File: src/rtl/stopwatch_pkg.sv
// stopwatch_pkg: shared state encodings and debounce default for the stopwatch control stage
package stopwatch_pkg;
    localparam int DB_CYCLES_DEFAULT = 1000000;
    typedef enum logic [1:0] {
        ST_IDLE  = 2'd0,
        ST_RUN   = 2'd1,
        ST_PAUSE = 2'd2,
        ST_LAP   = 2'd3
    } state_t;
endpackage

File: src/rtl/stopwatch_ctrl_if.sv
// stopwatch_ctrl_if: buttons and counter digits in, counter control and display digits out
interface stopwatch_ctrl_if;
    logic       btn_ss;
    logic       btn_clr;
    logic       btn_lap;
    logic [3:0] q1_in;
    logic [3:0] q10_in;
    logic       cnt_en;
    logic       cnt_clr;
    logic [3:0] disp_d1;
    logic [3:0] disp_d10;
    logic [1:0] state_o;
    modport master (
        input  btn_ss, btn_clr, btn_lap, q1_in, q10_in,
        output cnt_en, cnt_clr, disp_d1, disp_d10, state_o
    );
    modport slave (
        output btn_ss, btn_clr, btn_lap, q1_in, q10_in,
        input  cnt_en, cnt_clr, disp_d1, disp_d10, state_o
    );
endinterface

File: src/rtl/stopwatch_ctrl_btn_debounce.sv
// btn_debounce: synchronizes a raw button and pulses press on each accepted rising level
module btn_debounce #(
    parameter int DB_CYCLES = 4
) (
    input  logic clock,
    input  logic reset,
    input  logic btn_raw,
    output logic level,
    output logic press
);
    localparam int DB_W = $clog2(DB_CYCLES + 1);
    logic [1:0]      r_sync;
    logic [DB_W-1:0] r_cnt;
    logic            r_level;
    logic            r_press;
    always_ff @(posedge clock) begin
        if (reset) begin
            r_sync  <= '0;
            r_cnt   <= '0;
            r_level <= 1'b0;
            r_press <= 1'b0;
        end else begin
            r_sync  <= {r_sync[0], btn_raw};
            r_press <= 1'b0;
            if (r_sync[1] == r_level) begin
                r_cnt <= '0;
            end else if (r_cnt == DB_W'(DB_CYCLES - 1)) begin
                r_level <= r_sync[1];
                r_press <= r_sync[1];
                r_cnt   <= '0;
            end else begin
                r_cnt <= r_cnt + DB_W'(1);
            end
        end
    end
    assign level = r_level;
    assign press = r_press;
endmodule

File: src/rtl/stopwatch_ctrl.sv
// stopwatch_ctrl: debounced start/pause/clear/lap FSM driving the 0-99 counter and
// a live-or-frozen digit feed to the display path
module stopwatch_ctrl
    import stopwatch_pkg::*;
#(
    parameter int DB_CYCLES = DB_CYCLES_DEFAULT
) (
    input  logic clock,
    input  logic reset,
    stopwatch_ctrl_if.master bus
);
    logic   w_p_ss, w_p_clr, w_p_lap;
    logic   w_clr, w_ss, w_lap;
    logic   w_clr_req, w_latch;
    state_t r_state, w_next;
    logic   r_en, r_clr;
    logic [3:0] r_lap1, r_lap10, r_d1, r_d10;

    btn_debounce #(.DB_CYCLES(DB_CYCLES)) u_db_ss (
        .clock(clock), .reset(reset), .btn_raw(bus.btn_ss), .level(), .press(w_p_ss));
    btn_debounce #(.DB_CYCLES(DB_CYCLES)) u_db_clr (
        .clock(clock), .reset(reset), .btn_raw(bus.btn_clr), .level(), .press(w_p_clr));
    btn_debounce #(.DB_CYCLES(DB_CYCLES)) u_db_lap (
        .clock(clock), .reset(reset), .btn_raw(bus.btn_lap), .level(), .press(w_p_lap));

    // one press per cycle: clr beats ss beats lap, losers are dropped
    assign w_clr = w_p_clr;
    assign w_ss  = w_p_ss & ~w_p_clr;
    assign w_lap = w_p_lap & ~w_p_clr & ~w_p_ss;

    always_comb begin
        w_next    = r_state;
        w_clr_req = 1'b0;
        w_latch   = 1'b0;
        case (r_state)
            ST_IDLE: begin
                w_clr_req = w_clr;
                w_next    = w_ss ? ST_RUN : ST_IDLE;
            end
            ST_RUN: begin
                w_latch = w_lap;
                w_next  = w_ss ? ST_PAUSE : w_lap ? ST_LAP : ST_RUN;
            end
            ST_LAP:  w_next = w_ss ? ST_PAUSE : w_lap ? ST_RUN : ST_LAP;
            default: begin
                w_clr_req = w_clr;
                w_next    = w_clr ? ST_IDLE : w_ss ? ST_RUN : ST_PAUSE;
            end
        endcase
    end

    always_ff @(posedge clock) begin
        if (reset) begin
            r_state <= ST_IDLE;
            r_en    <= 1'b0;
            r_clr   <= 1'b0;
            r_lap1  <= '0;
            r_lap10 <= '0;
            r_d1    <= '0;
            r_d10   <= '0;
        end else begin
            r_state <= w_next;
            r_en    <= (w_next == ST_RUN) || (w_next == ST_LAP);
            r_clr   <= w_clr_req;
            if (w_latch) begin
                r_lap1  <= bus.q1_in;
                r_lap10 <= bus.q10_in;
            end
            r_d1  <= (r_state == ST_LAP) ? r_lap1 : bus.q1_in;
            r_d10 <= (r_state == ST_LAP) ? r_lap10 : bus.q10_in;
        end
    end

    assign bus.cnt_en   = r_en;
    assign bus.cnt_clr  = r_clr;
    assign bus.disp_d1  = r_d1;
    assign bus.disp_d10 = r_d10;
    assign bus.state_o  = r_state;
endmodule

File: src/flat_wrapper.sv
// flat-port wrapper written by rule: the top's interface ports become plain ports
module stopwatch_ctrl_flat import stopwatch_pkg::*;
#(
    parameter int DB_CYCLES = DB_CYCLES_DEFAULT
)
  (clock, reset, bus_btn_ss, bus_btn_clr, bus_btn_lap, bus_q1_in, bus_q10_in, bus_cnt_en, bus_cnt_clr, bus_disp_d1, bus_disp_d10, bus_state_o);
  stopwatch_ctrl_if bus_i ();
  input  logic clock;
  input  logic reset;
  input wire logic [$bits(bus_i.btn_ss)-1:0] bus_btn_ss;
  input wire logic [$bits(bus_i.btn_clr)-1:0] bus_btn_clr;
  input wire logic [$bits(bus_i.btn_lap)-1:0] bus_btn_lap;
  input wire logic [$bits(bus_i.q1_in)-1:0] bus_q1_in;
  input wire logic [$bits(bus_i.q10_in)-1:0] bus_q10_in;
  output wire logic [$bits(bus_i.cnt_en)-1:0] bus_cnt_en;
  output wire logic [$bits(bus_i.cnt_clr)-1:0] bus_cnt_clr;
  output wire logic [$bits(bus_i.disp_d1)-1:0] bus_disp_d1;
  output wire logic [$bits(bus_i.disp_d10)-1:0] bus_disp_d10;
  output wire logic [$bits(bus_i.state_o)-1:0] bus_state_o;
  assign bus_i.btn_ss = bus_btn_ss;
  assign bus_i.btn_clr = bus_btn_clr;
  assign bus_i.btn_lap = bus_btn_lap;
  assign bus_i.q1_in = bus_q1_in;
  assign bus_i.q10_in = bus_q10_in;
  assign bus_cnt_en = bus_i.cnt_en;
  assign bus_cnt_clr = bus_i.cnt_clr;
  assign bus_disp_d1 = bus_i.disp_d1;
  assign bus_disp_d10 = bus_i.disp_d10;
  assign bus_state_o = bus_i.state_o;
  stopwatch_ctrl #(.DB_CYCLES(DB_CYCLES)) u_core (.clock(clock), .reset(reset), .bus(bus_i));
endmodule
File: config.mk
export PLATFORM = sky130hd
export DESIGN_NAME = stopwatch_ctrl_flat
export DESIGN_NICKNAME = d
export VERILOG_FILES = /design/src/rtl/stopwatch_pkg.sv /design/src/rtl/stopwatch_ctrl_if.sv /design/src/rtl/stopwatch_ctrl_btn_debounce.sv /design/src/rtl/stopwatch_ctrl.sv /design/src/flat_wrapper.sv
export SDC_FILE = /design/constraint.sdc
export NUM_CORES = 1
export LEC_CHECK = 0
export CAP_MARGIN = 25
export CORE_AREA = 2 2 151 79
export CTS_CLUSTER_SIZE = 40
export DETAILED_ROUTE_END_ITERATION = 10
export DIE_AREA = 0 0 153 81
export PLACE_DENSITY = 0.56
export SYNTH_ARGS = -nofsm -noshare
export SYNTH_HDL_FRONTEND = slang
export SYNTH_SLANG_ARGS = --single-unit
export TNS_END_PERCENT = 20
File: constraint.sdc
create_clock -name clock -period 2.2 [get_ports clock]
set_input_delay 0.33 -clock clock [delete_from_list [all_inputs] [get_ports clock]]
set_output_delay 0.33 -clock clock [all_outputs]
set_load 0.01 [all_outputs]
# Word-level counts from Yosys, hierarchy flattened
# Index checks and enable logic that the tools add are counted.
totals:
  ff_bits: 92
  in_bits: 13
  elab_cells: 66
op_classes:
  n_addsub: 3
  n_eq_ne: 10
  n_mux: 11
  bitwise_logic: 11
  reduce_logical: 12
ops:
  columns: ["op", "n"]
  rows:
  - ["$add 20x1->20 const B", 3]
  - ["$eq 20x20->1 const B", 3]
  - ["$reduce_or 3->1", 7]
  - ["$mux 2", 6]
  - ["$mux 4", 2]
  - ["$not 1->1", 8]
  - ["$pmux 2 s3", 1]
  - ["$reduce_and 2->1", 3]
  - ["$eq 2x1->1 const B", 2]
  - ["$eq 2x2->1 const B", 2]
  - ["$and 1x1->1", 3]
  - ["$eq 1x1->1", 3]
  - ["$logic_not 2->1", 1]
  - ["$mux 1", 2]
  - ["$logic_or 1x1->1", 1]

# Longest topological paths before layout
depth:
  word_depth: 8
  depth_mapped: 6
  mapped_depth_nobuf: 5

# Cells and area by module
# Synthesis repeated with hierarchy kept, for this count alone.
unflattened:
  hier_cells: 431
  area_unflattened_um2: 4060.1
by_module_without_submodules:
  columns: ["mod", "instances", "cells_per_inst", "area_per_inst_um2"]
  rows:
  - ["btn_debounce", 3, 115, 1087.3]
  - ["stopwatch_ctrl", 1, 86, 798.3]

# Worst setup path after synthesis
# No wires, ideal clock.
synth_path:
  path_kind: "register to register"
  start: "reg u_core.u_db_lap.r_cnt[8]"
  end: "reg u_core.u_db_lap.r_cnt[10]"
  setup_time_ns: 0.115
  arrival_time_ns: 1.798
  setup_slack_ns: 0.287
  path_stages_with_launch: 6
  path_buffers: 1
  period_less_slack_ns: 1.913
  cell_sequence: "dfxtp_1 or4_1 or4_4 o21ai_4 buf_6 nor2_1"
synth_via:
  elab_chain_len: 2
synth_rtl:
  columns: ["element", "line_no", "rtl"]
  rows:
  - ["start: declaration", "stopwatch_ctrl_btn_debounce.sv:13", "logic [DB_W-1:0] r_cnt;"]
  - ["start signal: assignment", "stopwatch_ctrl_btn_debounce.sv:32", "r_cnt <= r_cnt + DB_W'(1);"]
  - ["branches (longest 2 deep; another with $add 20x1->20)", null, null]
# Parallel ways; which one is timed is not known.
# A chain may end at the register's enable or synchronous reset.

# Worst setup path after layout
layout_path:
  start: "reg u_core.u_db_clr.r_cnt[4]"
  end: "reg u_core.u_db_clr.r_cnt[17]"
layout_via:
  elab_chain_len: 2
layout_rtl:
  columns: ["element", "line_no"]
  rows:
  - ["start: declaration", "stopwatch_ctrl_btn_debounce.sv:13"]
  - ["start signal: assignment", "stopwatch_ctrl_btn_debounce.sv:32"]
  - ["branches (longest 2 deep; another with $add 20x1->20)", null]
# Parallel ways; which one is timed is not known.

==> flow_summary.yaml <==
status:
  outcome: "complete, no violations"
cts:
  clk_pin_slew_worst_paths_ns: 0.06
  clockBufferDepth: 2
  cts_buffers: 9
  clk_latency_ns: 0.33
  cts_setup_buffers: 0
  cts.hold.buffers_added: 0
  ctsHtreeMaxLevel: 3
  cts_tree: "done"
  cts_sinks: 91
  cts-root-buf: "clkbuf_16"
min_path:
  min_to: "u_core.u_db_clr.r_sync[1]"
  holdPathStages: 1
  hp-start: "u_core.u_db_clr.r_sync[0]"
  hold_path.class: "register to register"
grt:
  grt_usage_pct: 13.6
  antenna_found_initial: 0
  grt_pass1_vias: 2747
  grt_overflow: 0
  grt_max_degree: 22
  grt_pass1_wl_um: 13500
timing:
  relSlewSlack_pct: 57.1
  final.setup_skew_ns: 0.00645
  fin_crit_ns: 1.99
  period_share_pct: 90.6
  final-setup-viol-count: 0
  max_freq_mhz: 501
  rsz0062_at_grt: "no"
  hold_viol: 0
  maxSlewViolCount: 0
  fin_setup_tns_ns: 0
  tightest_slew_ns: 0.637
routing:
  vias_per_cell: 4.89
  via_count: 3044
  ant_nets: 0
  drt_wl_total_um: 7970
  firstDrtPassIters: 4
  wl_per_cell_um: 12.8
  first_iter_violations: 192
  drc_errors: 0
flow_run:
  cap_violations: 0
finish:
  diodes: 0
  drive_gt1_share_pct: 7.40
  utilization_pct: 40.3
  areaGrowthSynthToFinish_pct: 19.5
  nNetsFinal: 484
worst_setup_path:
  reg2reg_depth: 4
  arrival_ns: 2.26
  cp-start-kind: "register"
  r2r_setup_slack_ns: 0.21
  cp.required_ns: 2.47
  setup.worst_path.class: "register to register"
  cp_max_fo: 8
  r2r_end: "u_core.u_db_clr.r_cnt[17]"
  regToRegStartpoint: "u_core.u_db_clr.r_cnt[4]"
  end_kind: "register"
power:
  p_leak_nw: 1.40
  ir_worst_vdd_mv: 0.328
  power_density_mw_per_mm2: 714
placed_design:
  portBuffers: 24
  dp_hpwl_um: 5750
  gp_congestion: 0.811
floorplanning:
  dieArea_mm2: 0.0124
  fp.dieW_um: 153
  row_count: 28
  pin_count: 25
  core_area_mm2: 0.0113
  die_h_um: 81
  initial_core_util_pct: 33.8
synth:
  syn_nets: 452
  syn_area_mm2: 0.00382
  ys_types: 42
  synth-edff-count: 0
  ys_seq_elements: 91
  ys_warn_count: 0
  avgSynthCellArea_um2: 8.76
  async_reset_ff_share_pct: 0
  syn_inst: 436
  yosys_most_used_dff: "dfxtp_1"
  ys_seq_area_share_pct: 47.7
[timing repair]
item                                    4_1_cts  5_1_grt
endpoints found under the setup margin        0        1
resized for setup                             0        1
endpoints found under the hold margin         0        0
[Yosys cell counts, types with 2 or more instances]
library cell  count  share of area, %
a21oi_1          27               3.5
and3_1            9               1.5
clkbuf_1         13               1.3
dfxtp_1          91                48
ha_1              3              0.98
inv_1            13               1.3
mux2i_1           8               2.1
nand2_1          33               3.2
nand3_1          21               2.8
nand4_1          13               2.1
nand4_2           2              0.65
nand4b_1          3              0.69
nor2_1           65               6.4
nor2b_1           8               1.3
nor3_1           11               1.4
nor3b_1           2              0.39
nor4_1            6              0.98
nor4b_1           5               1.1
o21ai_0          18               2.4
o31ai_1           3              0.59
or3_1            12               2.0
or4_1            11               2.2
xnor2_1          32               7.3
xor2_1            9               2.1
[logic make-up after synthesis]
kind of cell / Yosys count / synth area share, %
compound gates: 54 / 7.89
xor+xnor: 41 / 9.40
fa+ha+maj: 3 / 0.983
buf+inv: 29 / 3.18
flops: 91 / 47.7
mux: 8 / 2.10
simple gates: 210 / 28.8
[final cells by class]
type	count	area, um^2
inverter	13	48.8
sequential	91	1820
multi-input combinational	316	1880
clock inverter	2	35.0
tap	150	188
fill	1120	6750
timing repair buffer	37	338
clock buffer	14	254
[flip-flops by register name (all words and copies together) (netlist names), 2 cells and up]
register and cells:
u_core.r_lap1 4, u_core.u_db_ss.r_sync 2, u_core.u_db_lap.r_cnt 20, u_core.r_lap10 4, u_core.u_db_ss.r_cnt 20, u_core.bus.disp_d1 4
u_core.bus.disp_d10 4, u_core.u_db_clr.r_cnt 20, u_core.u_db_clr.r_sync 2, u_core.u_db_lap.r_sync 2
[worst max path at each step]
stage / from / endpoint / slack (ns)
after detailed placement: u_core.u_db_clr.r_cnt[0] / u_core.u_db_clr.r_cnt[18] / 0.16
after global placement: u_core.u_db_clr.r_cnt[0] / u_core.u_db_clr.r_cnt[18] / 0.22
final: u_core.u_db_clr.r_cnt[4] / u_core.u_db_clr.r_cnt[17] / 0.21
after floorplan: u_core.u_db_lap.r_cnt[8] / u_core.u_db_lap.r_cnt[10] / 0.29
after global routing: u_core.u_db_clr.r_cnt[0] / u_core.u_db_clr.r_cnt[18] / 0.1
after CTS: u_core.u_db_clr.r_cnt[0] / u_core.u_db_clr.r_cnt[18] / 0.14
[layout by cell type (no fill, tap or decap), types with 2 or more instances in the layout]
cell type        netlist  routed
a21oi_1               27      27
nor2b_1                8       8
o31ai_1                3       3
xor2_1                 9       9
clkdlybuf4s50_1        0      24
clkbuf_1              13       4
xnor2_1               32      32
nor3_1                11      11
clkbuf_16              0       9
dfxtp_1               91      91
nand3_1               21      21
nand4_2                2       2
nor2_1                65      65
nor4b_1                5       5
nand2_1               33      33
nand4_1               13      13
or3_1                 12      12
o21ai_0               18      17
buf_4                  1      13
nor3b_1                2       2
nor4_1                 6       6
mux2i_1                8       8
nand4b_1               3       3
ha_1                   3       3
inv_1                 13      13
or4_1                 11      10
or4_4                  1       2
and3_1                 9       9
o21ai_1                1       2
[worst max-delay path: stages, from the launching register on]
cell and delay [ns]:
dfxtp_1 0.41, nand3_2 0.19, or4_1 0.66, or4_1 0.52, a21oi_1 0.15
[metrics by stage]
stage                     std cells  setup slack [ns]  power, mW  area (um^2)  hold WS [ns]
final                           623             0.206       3.26         4570         0.439
after global routing            623            0.0995       3.39         4570         0.459
after CTS                       623             0.144       3.31         4560         0.445
after detailed placement        607             0.163       1.79         4270         0.429
after global placement          607             0.219       1.79         4270         0.424
after floorplan                 436             0.287       1.74         3820         0.414
[per-layer routing]
metal	global-route usage [%]	wire, um
met1	21.1	4700
met2	17.8	2960
met3	3.79	233
met4	3.89	88
met5	0	0
[power breakdown]
part           switching, mW  total (mW)  internal [mW]
clock network          0.594        1.51          0.912
logic                 0.0378      0.0841         0.0463
registers            0.00640        1.67           1.66
total                  0.639        3.26           2.62
Power figures use the tool's default switching activity.
